===== src/rtl/mci_pkg.sv =====
// Shared MCI definitions: default bus widths, arbiter FSM states and the
// read-data pattern returned when the ack watchdog fires.
package mci_pkg;

    localparam int MCI_ADDR_W = 14;
    localparam int MCI_DATA_W = 32;
    localparam int MCI_BE_W   = MCI_DATA_W / 8;

    typedef enum logic {
        IDLE = 1'b0,
        BUSY = 1'b1
    } arb_state_e;

    localparam logic [31:0] MCI_TMO_RDATA = 32'hDEAD_BEEF;

endpackage


===== src/rtl/mci_rr_pick.sv =====
// Two-requester round-robin pick: on contention the master that did not win
// last time is chosen; a lone requester always wins.
module mci_rr_pick (
    input  logic val0,
    input  logic val1,
    input  logic last_owner,
    output logic gnt_idx,
    output logic gnt_vld
);

    always_comb begin
        gnt_vld = val0 | val1;
        if (val0 && val1) begin
            gnt_idx = ~last_owner;
        end else begin
            gnt_idx = val1;
        end
    end

endmodule


===== src/rtl/mci_arbiter.sv =====
// Two-master to one-slave MCI arbiter with round-robin grant and single-beat
// transactions. Optional ack watchdog enabled by defining MCI_ARB_TIMEOUT_EN.
module mci_arbiter
  import mci_pkg::*;
#(
  parameter int ADDR_W      = MCI_ADDR_W,
  parameter int DATA_W      = MCI_DATA_W,
  parameter int BE_W        = MCI_BE_W,
  parameter int TIMEOUT_CYC = 1024
) (
  input  logic              i_clk,
  input  logic              i_rst,

  input  logic              i_m0_val,
  input  logic [ADDR_W-1:0] i_m0_addr,
  input  logic [DATA_W-1:0] i_m0_wdata,
  input  logic [BE_W-1:0]   i_m0_be,
  input  logic              i_m0_rdwn,
  output logic              o_m0_ack,
  output logic [DATA_W-1:0] o_m0_rdata,

  input  logic              i_m1_val,
  input  logic [ADDR_W-1:0] i_m1_addr,
  input  logic [DATA_W-1:0] i_m1_wdata,
  input  logic [BE_W-1:0]   i_m1_be,
  input  logic              i_m1_rdwn,
  output logic              o_m1_ack,
  output logic [DATA_W-1:0] o_m1_rdata,

  output logic              o_mci_val,
  output logic [ADDR_W-1:0] o_mci_addr,
  output logic [DATA_W-1:0] o_mci_wdata,
  output logic [BE_W-1:0]   o_mci_be,
  output logic              o_mci_rdwn,
  input  logic              i_mci_ack,
  input  logic [DATA_W-1:0] i_mci_rdata,

  output logic              o_owner,
  output logic              o_busy
`ifdef MCI_ARB_TIMEOUT_EN
  ,
  output logic              o_timeout
`endif
);

  arb_state_e        state;
  arb_state_e        state_nxt;
  logic              owner;
  logic              gnt_idx;
  logic              gnt_vld;
  logic              grant_en;
  logic              tmo_hit;
  logic              ack_cyc;
  logic [DATA_W-1:0] rsp_data;

  mci_rr_pick u_pick (
    .val0       (i_m0_val),
    .val1       (i_m1_val),
    .last_owner (owner),
    .gnt_idx    (gnt_idx),
    .gnt_vld    (gnt_vld)
  );

`ifdef MCI_ARB_TIMEOUT_EN
  localparam int CNT_W = $clog2(TIMEOUT_CYC + 1);

  logic [CNT_W-1:0] tmo_cnt;

  always_ff @(posedge i_clk) begin
    if (i_rst) begin
      tmo_cnt <= '0;
    end else if (grant_en) begin
      tmo_cnt <= '0;
    end else if (state == BUSY) begin
      tmo_cnt <= tmo_cnt + CNT_W'(1);
    end
  end

  assign tmo_hit   = (state == BUSY) && !i_mci_ack && (tmo_cnt == CNT_W'(TIMEOUT_CYC));
  assign rsp_data  = i_mci_ack ? i_mci_rdata : DATA_W'(MCI_TMO_RDATA);
  assign o_timeout = !i_rst && tmo_hit;
`else
  assign tmo_hit  = 1'b0;
  assign rsp_data = i_mci_rdata;
`endif

  always_comb begin
    state_nxt = state;
    grant_en  = 1'b0;
    case (state)
      IDLE: begin
        if (gnt_vld) begin
          state_nxt = BUSY;
          grant_en  = 1'b1;
        end
      end
      BUSY: begin
        if (i_mci_ack || tmo_hit) begin
          state_nxt = IDLE;
        end
      end
      default: state_nxt = IDLE;
    endcase
  end

  always_ff @(posedge i_clk) begin
    if (i_rst) begin
      state       <= IDLE;
      owner       <= 1'b1;
      o_mci_addr  <= '0;
      o_mci_wdata <= '0;
      o_mci_be    <= '0;
      o_mci_rdwn  <= 1'b0;
    end else begin
      state <= state_nxt;
      if (grant_en) begin
        owner       <= gnt_idx;
        o_mci_addr  <= gnt_idx ? i_m1_addr  : i_m0_addr;
        o_mci_wdata <= gnt_idx ? i_m1_wdata : i_m0_wdata;
        o_mci_be    <= gnt_idx ? i_m1_be    : i_m0_be;
        o_mci_rdwn  <= gnt_idx ? i_m1_rdwn  : i_m0_rdwn;
      end
    end
  end

  assign o_mci_val = (state == BUSY);
  assign o_busy    = (state == BUSY);
  assign o_owner   = owner;

  assign ack_cyc    = !i_rst && (state == BUSY) && (i_mci_ack || tmo_hit);
  assign o_m0_ack   = ack_cyc && !owner;
  assign o_m1_ack   = ack_cyc && owner;
  assign o_m0_rdata = o_m0_ack ? rsp_data : '0;
  assign o_m1_rdata = o_m1_ack ? rsp_data : '0;

endmodule


===== config.mk =====
export PLATFORM = sky130hd
export DESIGN_NAME = mci_arbiter
export DESIGN_NICKNAME = d
export VERILOG_FILES = /design/src/rtl/mci_pkg.sv /design/src/rtl/mci_rr_pick.sv /design/src/rtl/mci_arbiter.sv
export SDC_FILE = /design/constraint.sdc
export NUM_CORES = 1
export LEC_CHECK = 0
export CAP_MARGIN = 15
export CORE_AREA = 2 2 100 102
export DETAILED_ROUTE_END_ITERATION = 10
export DIE_AREA = 0 0 102 104
export PLACE_DENSITY = 0.81
export SETUP_SLACK_MARGIN = 0.3
export SYNTH_ARGS = -nofsm -noshare
export SYNTH_HDL_FRONTEND = slang
export SYNTH_SLANG_ARGS = --single-unit
export TNS_END_PERCENT = 100

===== constraint.sdc =====
create_clock -name i_clk -period 3.3 [get_ports i_clk]
set_input_delay 0.66 -clock i_clk [delete_from_list [all_inputs] [get_ports i_clk]]
set_output_delay 0.66 -clock i_clk [all_outputs]
set_load 0.05 [all_outputs]

; After elaboration in Yosys (flattened, before gate mapping)
; Index checks and enable logic that the tools add are counted.
[classes]
muxes = 11
n_bitwise = 3
n_reduce_logical = 7
[op_table]
columns = cell, n
row1 = $mux 32, 3
row2 = $mux 14, 1
row3 = $logic_and 1x1->1, 5
row4 = $mux 1, 5
row5 = $mux 4, 1
row6 = $logic_not 1->1, 2
row7 = $not 1->1, 2
row8 = $pmux 1 s2, 1
row9 = $or 1x1->1, 1
[word_totals]
regBits = 53
out_inout_bits = 120

; Depth between registers and ports, before layout
[logic_depth]
ltp_word = 5
ltp_mapped = 5

; Cells and area by module
; A second synthesis with hierarchy kept.
[hier_totals]
hier_cells = 312
area_unflattened_um2 = 2841.5
[by_module_without_submodules]
columns = mod, n_inst, cells_per_inst, area_per_inst_um2
row1 = mci_arbiter, 1, 310, 2827.7
row2 = mci_rr_pick, 1, 2, 13.8

; Worst setup path after synthesis
; Ideal clock, no wire load.
[synth_path]
path_type = input to output
startpoint = in i_rst
endpoint = out o_m0_rdata[22]
arrival_time_ns = 1.977
path_slack_ns = 0.663
cell_stages = 4
n_path_buf = 2
path_cell_list = buf_2 -> nor4b_4 -> buf_2 -> and2_1
[synth_via]
elab_chain_len = 5
[synth_rtl]
columns = item, line
row1 = from (decl), mci_arbiter.sv:12  ; input logic i_rst,
row2 = $logic_not 1->1, mci_arbiter.sv:130  ; assign ack_cyc = !i_rst && (state == BUSY) && (i_mci_ack || tmo_hit);
row3 = $logic_and 1x1->1 (2 in a row), mci_arbiter.sv:130
row4 = $logic_and 1x1->1, mci_arbiter.sv:131  ; assign o_m0_ack = ack_cyc && !owner;
row5 = net o_m0_ack, mci_arbiter.sv:19  ; output logic o_m0_ack,
row6 = $mux 32, mci_arbiter.sv:133  ; assign o_m0_rdata = o_m0_ack ? rsp_data : '0;
row7 = to (decl), mci_arbiter.sv:20  ; output logic [DATA_W-1:0] o_m0_rdata,
; The timed path passes the listed nets, and every way through them passes these cells.

; Worst setup path after layout
[layout_path]
startpoint = in i_mci_ack
endpoint = out o_m1_rdata[13]
[layout_via]
elab_chain_len = 3
[layout_rtl]
columns = item, line
row1 = from (decl), mci_arbiter.sv:35  ; input logic i_mci_ack,
row2 = $logic_and 1x1->1, mci_arbiter.sv:130
row3 = $logic_and 1x1->1, mci_arbiter.sv:132  ; assign o_m1_ack = ack_cyc && owner;
row4 = $mux 32, mci_arbiter.sv:134  ; assign o_m1_rdata = o_m1_ack ? rsp_data : '0;
row5 = to (decl), mci_arbiter.sv:28  ; output logic [DATA_W-1:0] o_m1_rdata,
; No other way between the ends.

==> Implementation_results.wiki <==
{| class="wikitable"
! Metric !! Value
|-
| Post-Synth Simple-Gate Area || 0.3314
|-
| Final period utilization || 0.8450
|-
| Count of TritonRoute iterations in the first routing pass || 4
|-
| Number of global-route vias before repair || 3610
|-
| R2R cell count || 4
|-
| Cell Pwr Density || 340.6 mW/mm^2
|-
| Final layout net count || 744
|-
| Number of antenna violations at the first check in global routing || 0
|-
| First-pass GRT wire length || 19120 um
|-
| Post-route cell area || 0.006528 mm^2
|-
| CTS buffer count || 5
|-
| Worst min-delay path category || reg2reg
|-
| Netlist cell types || 20
|-
| GR met1 Demand/Resource || 0.2372
|-
| Leading cell types by total area after synthesis || dfxtp_1 (34%), a311oi_2 (24%), and2_1 (13%)
|-
| Post-Syn Instances || 367
|-
| Area enclosed by the die boundary || 0.01061 mm^2
|-
| Clk pwr share || 0.235
|-
| Share of the yosys chip area belonging to registers || 0.3428
|-
| Post-route DRC violation count || 0
|-
| Clk Latency, worst-skew pair || 0.31 ns
|-
| Drt wl/cell || 16.88 um
|-
| Internal power of the cells || 1.421 mW
|-
| Met3 usage in global routing || 0.06116
|-
| TritonCTS Sinks || 53
|-
| Fraction of the mapped netlist area in compound gates || 0.2579
|-
| Arrival time at the worst endpoint || 2.13 ns
|-
| Number of antenna diodes || 0
|-
| Vias per cell || 4.858
|-
| Initial Utilization || 0.3242
|-
| Multi-input logic area || 0.001839 mm^2
|-
| Worst setup slack for register-to-register paths || 1.54 ns
|-
| Arithmetic-cell share of the synthesized area counting full adders, half adders and majority gates || 0
|-
| TritonCTS clock tree || done
|-
| Library cell used as clock root buffer || clkbuf_8
|-
| Leading cell types in the layout, fill and taps excluded || clkdlybuf4s50_1 (191), nand2_1 (102), buf_12 (68)
|-
| Worst-case clock buffer depth || 2
|-
| Clock edge transition at the registers on the reported setup and hold paths || 0.10 ns
|-
| Total routing resource utilization after global routing || 0.2273
|-
| GR Overflow Total || 0
|-
| Height of the die || 104 um
|-
| Static leakage || 2.512 nW
|-
| Setup TNS Final || 0 ns
|-
| Transition time of the tightest slew-check pin || 0.8787 ns
|-
| Area after detailed placement || 0.006392 mm^2
|-
| Number of levels in the clock H-tree || 2
|-
| Sequential cell area || 0.001061 mm^2
|-
| Setup Viol. Count Final || 0
|-
| Largest net degree at the start of global routing || 60
|-
| Wirelength, routed || 12480 um
|-
| Switching Share || 0.3610
|-
| Post-Syn Nets || 506
|-
| Top-Level Pins || 259
|-
| Hpwl dp || 10080 um
|-
| Quantity of I/O buffers inserted on ports || 258
|-
| Final Max Slew Viols || 0
|-
| Yosys synthesis warning count || 0
|-
| Portion of total power attributed to sequential cells || 0.335
|-
| Worst supply voltage drop on vdd || 0.3325 mV
|-
| Highest achievable clock rate || 358.6 MHz
|-
| Routability congestion estimate || 0.8954
|-
| Outcome || finished clean
|-
| Chip width || 102 um
|-
| Leading cell type in the layout, fill and taps excluded || clkdlybuf4s50_1
|-
| Clock period minus final worst setup slack || 2.788 ns
|-
| Critical path start-end classification || in2out
|-
| Unrepaired setup endpoints after global routing || false
|-
| WP data required || 2.64 ns
|-
| GRT Max-Usage Layer || met2
|-
| Critical Path End Type || output port
|-
| Reported max-cap violation count || 0
|-
| Post-Synthesis Cell Area || 0.003095 mm^2
|-
| Share of the synthesized area in the top cell type || 0.3428
|-
| Hold Worst Slack || 0.5041 ns
|-
| Final total power || 2.224 mW
|-
| Filler Cells Inserted || 741
|-
| Floorplan core area || 0.009549 mm^2
|-
| Count of nets left with antenna violations after detail routing || 0
|-
| Mux contribution to synthesized area || 0
|-
| DRT iter0 DRCs || 112
|-
| Layout cell share with drive strength beyond 1 || 0.2244
|-
| Average footprint of a synthesized cell || 8.435 um^2
|-
| Slew headroom || 0.4142
|-
| Net Switching || 0.8027 mW
|-
| Layout Skew || 0.01087 ns
|-
| Number of hold-slack violations in the final timing report || 0
|-
| Part of the total power dissipated in combinational logic || 0.430
|-
| Flip-flop and latch count after synthesis || 53
|-
| Biggest area consumer among synthesized cells || dfxtp_1
|-
| Highest fanout seen on the critical path || 33
|-
| Met2 Usage GRT || 0.4253
|-
| Area growth syn-to-layout || 110.9%
|-
| Placement Rows || 36
|-
| Dominant combinational cell family by area after synthesis || simple AND/OR/NAND/NOR gates
|-
| Xor/xnor cell area share of the yosys netlist || 0
|-
| Routed vias || 3590
|-
| Hold Path Depth || 2
|-
| Worst Setup Start Kind || primary input
|}
-- registers in the layout (all words and copies together), names as in the netlist --
signal       cells
o_mci_wdata     32
o_mci_addr      14
o_mci_be         4
o_busy           1
o_mci_rdwn       1
o_owner          1
-- power groups by stage --
stage	Clock, mW	Sequential, mW	Combinational (mW)
2_1_floorplan	0	0.992	0.318
3_3_place_gp	0	0.757	0.941
3_5_place_dp	0	0.762	0.958
4_1_cts	0.544	0.747	0.961
5_1_grt	0.559	0.754	1.00
6_report	0.522	0.746	0.956
-- layout make-up --
cell class | instances | area share
clock inverter | 3 | 0.009967
timing repair buffer | 266 | 0.5091
clock buffer | 5 | 0.01054
inverter | 1 | 0.0005750
tap | 133 | 0.02549
sequential | 53 | 0.1625
multi-input combinational | 278 | 0.2818
-- layer usage --
layer,vias up,part of all wire
li1,1719,-
met1,1687,0.36
met2,153,0.54
met3,31,0.075
met4,0,0.034
met5,-,0
-- Yosys cell counts, drive strengths merged --
cell    number
a211o        1
a21bo        1
a21boi       1
a21oi        1
a311oi      51
and2        64
and4b        1
buf         23
clkbuf      12
dfxtp       53
inv          1
nand2      102
nand2b       1
nor2        52
nor3b        1
nor4b        1
o21ba        1
-- path summary, 6_finish.rpt --
check,from,end
worst min register to register,o_mci_wdata[25],o_mci_wdata[25]
worst min-delay path,o_mci_wdata[25],o_mci_wdata[25]
worst max register to register,o_owner,o_mci_be[2]
worst max-delay path,i_mci_ack,o_m1_rdata[13]
-- worst max-delay path, cell delays in order --
cell and delay (ns):
clkdlybuf4s50_1 0.49, and4b_2 0.55, and2_1 0.27, buf_12 0.15
-- logic make-up (layout without fill, tap and decap cells) --
kind of cell	count (synthesis)	after routing
simple gates	222	222
flops	53	53
compound gates	56	56
buf+inv	36	275
-- through the flow --
| step | util | setup WS (ns) | std cells |
|---|---|---|---|
| floorplan | - | 0.6626 | 367 |
| global placement | 0.6694 | 0.3877 | 731 |
| detailed placement | 0.6694 | 0.2315 | 731 |
| CTS | 0.6836 | 0.5060 | 739 |
| global route | 0.6836 | 0.4236 | 739 |
| finish | 0.6836 | 0.5115 | 739 |
-- what timing repair did --
item                                    4_1_cts  5_1_grt
buffers inserted                              0        0
resized for setup                             1        0
endpoints found under the setup margin       32        0
hold buffers                                  0        0
hold endpoints to repair                      0        0
(Power assumes the default switching activity.)
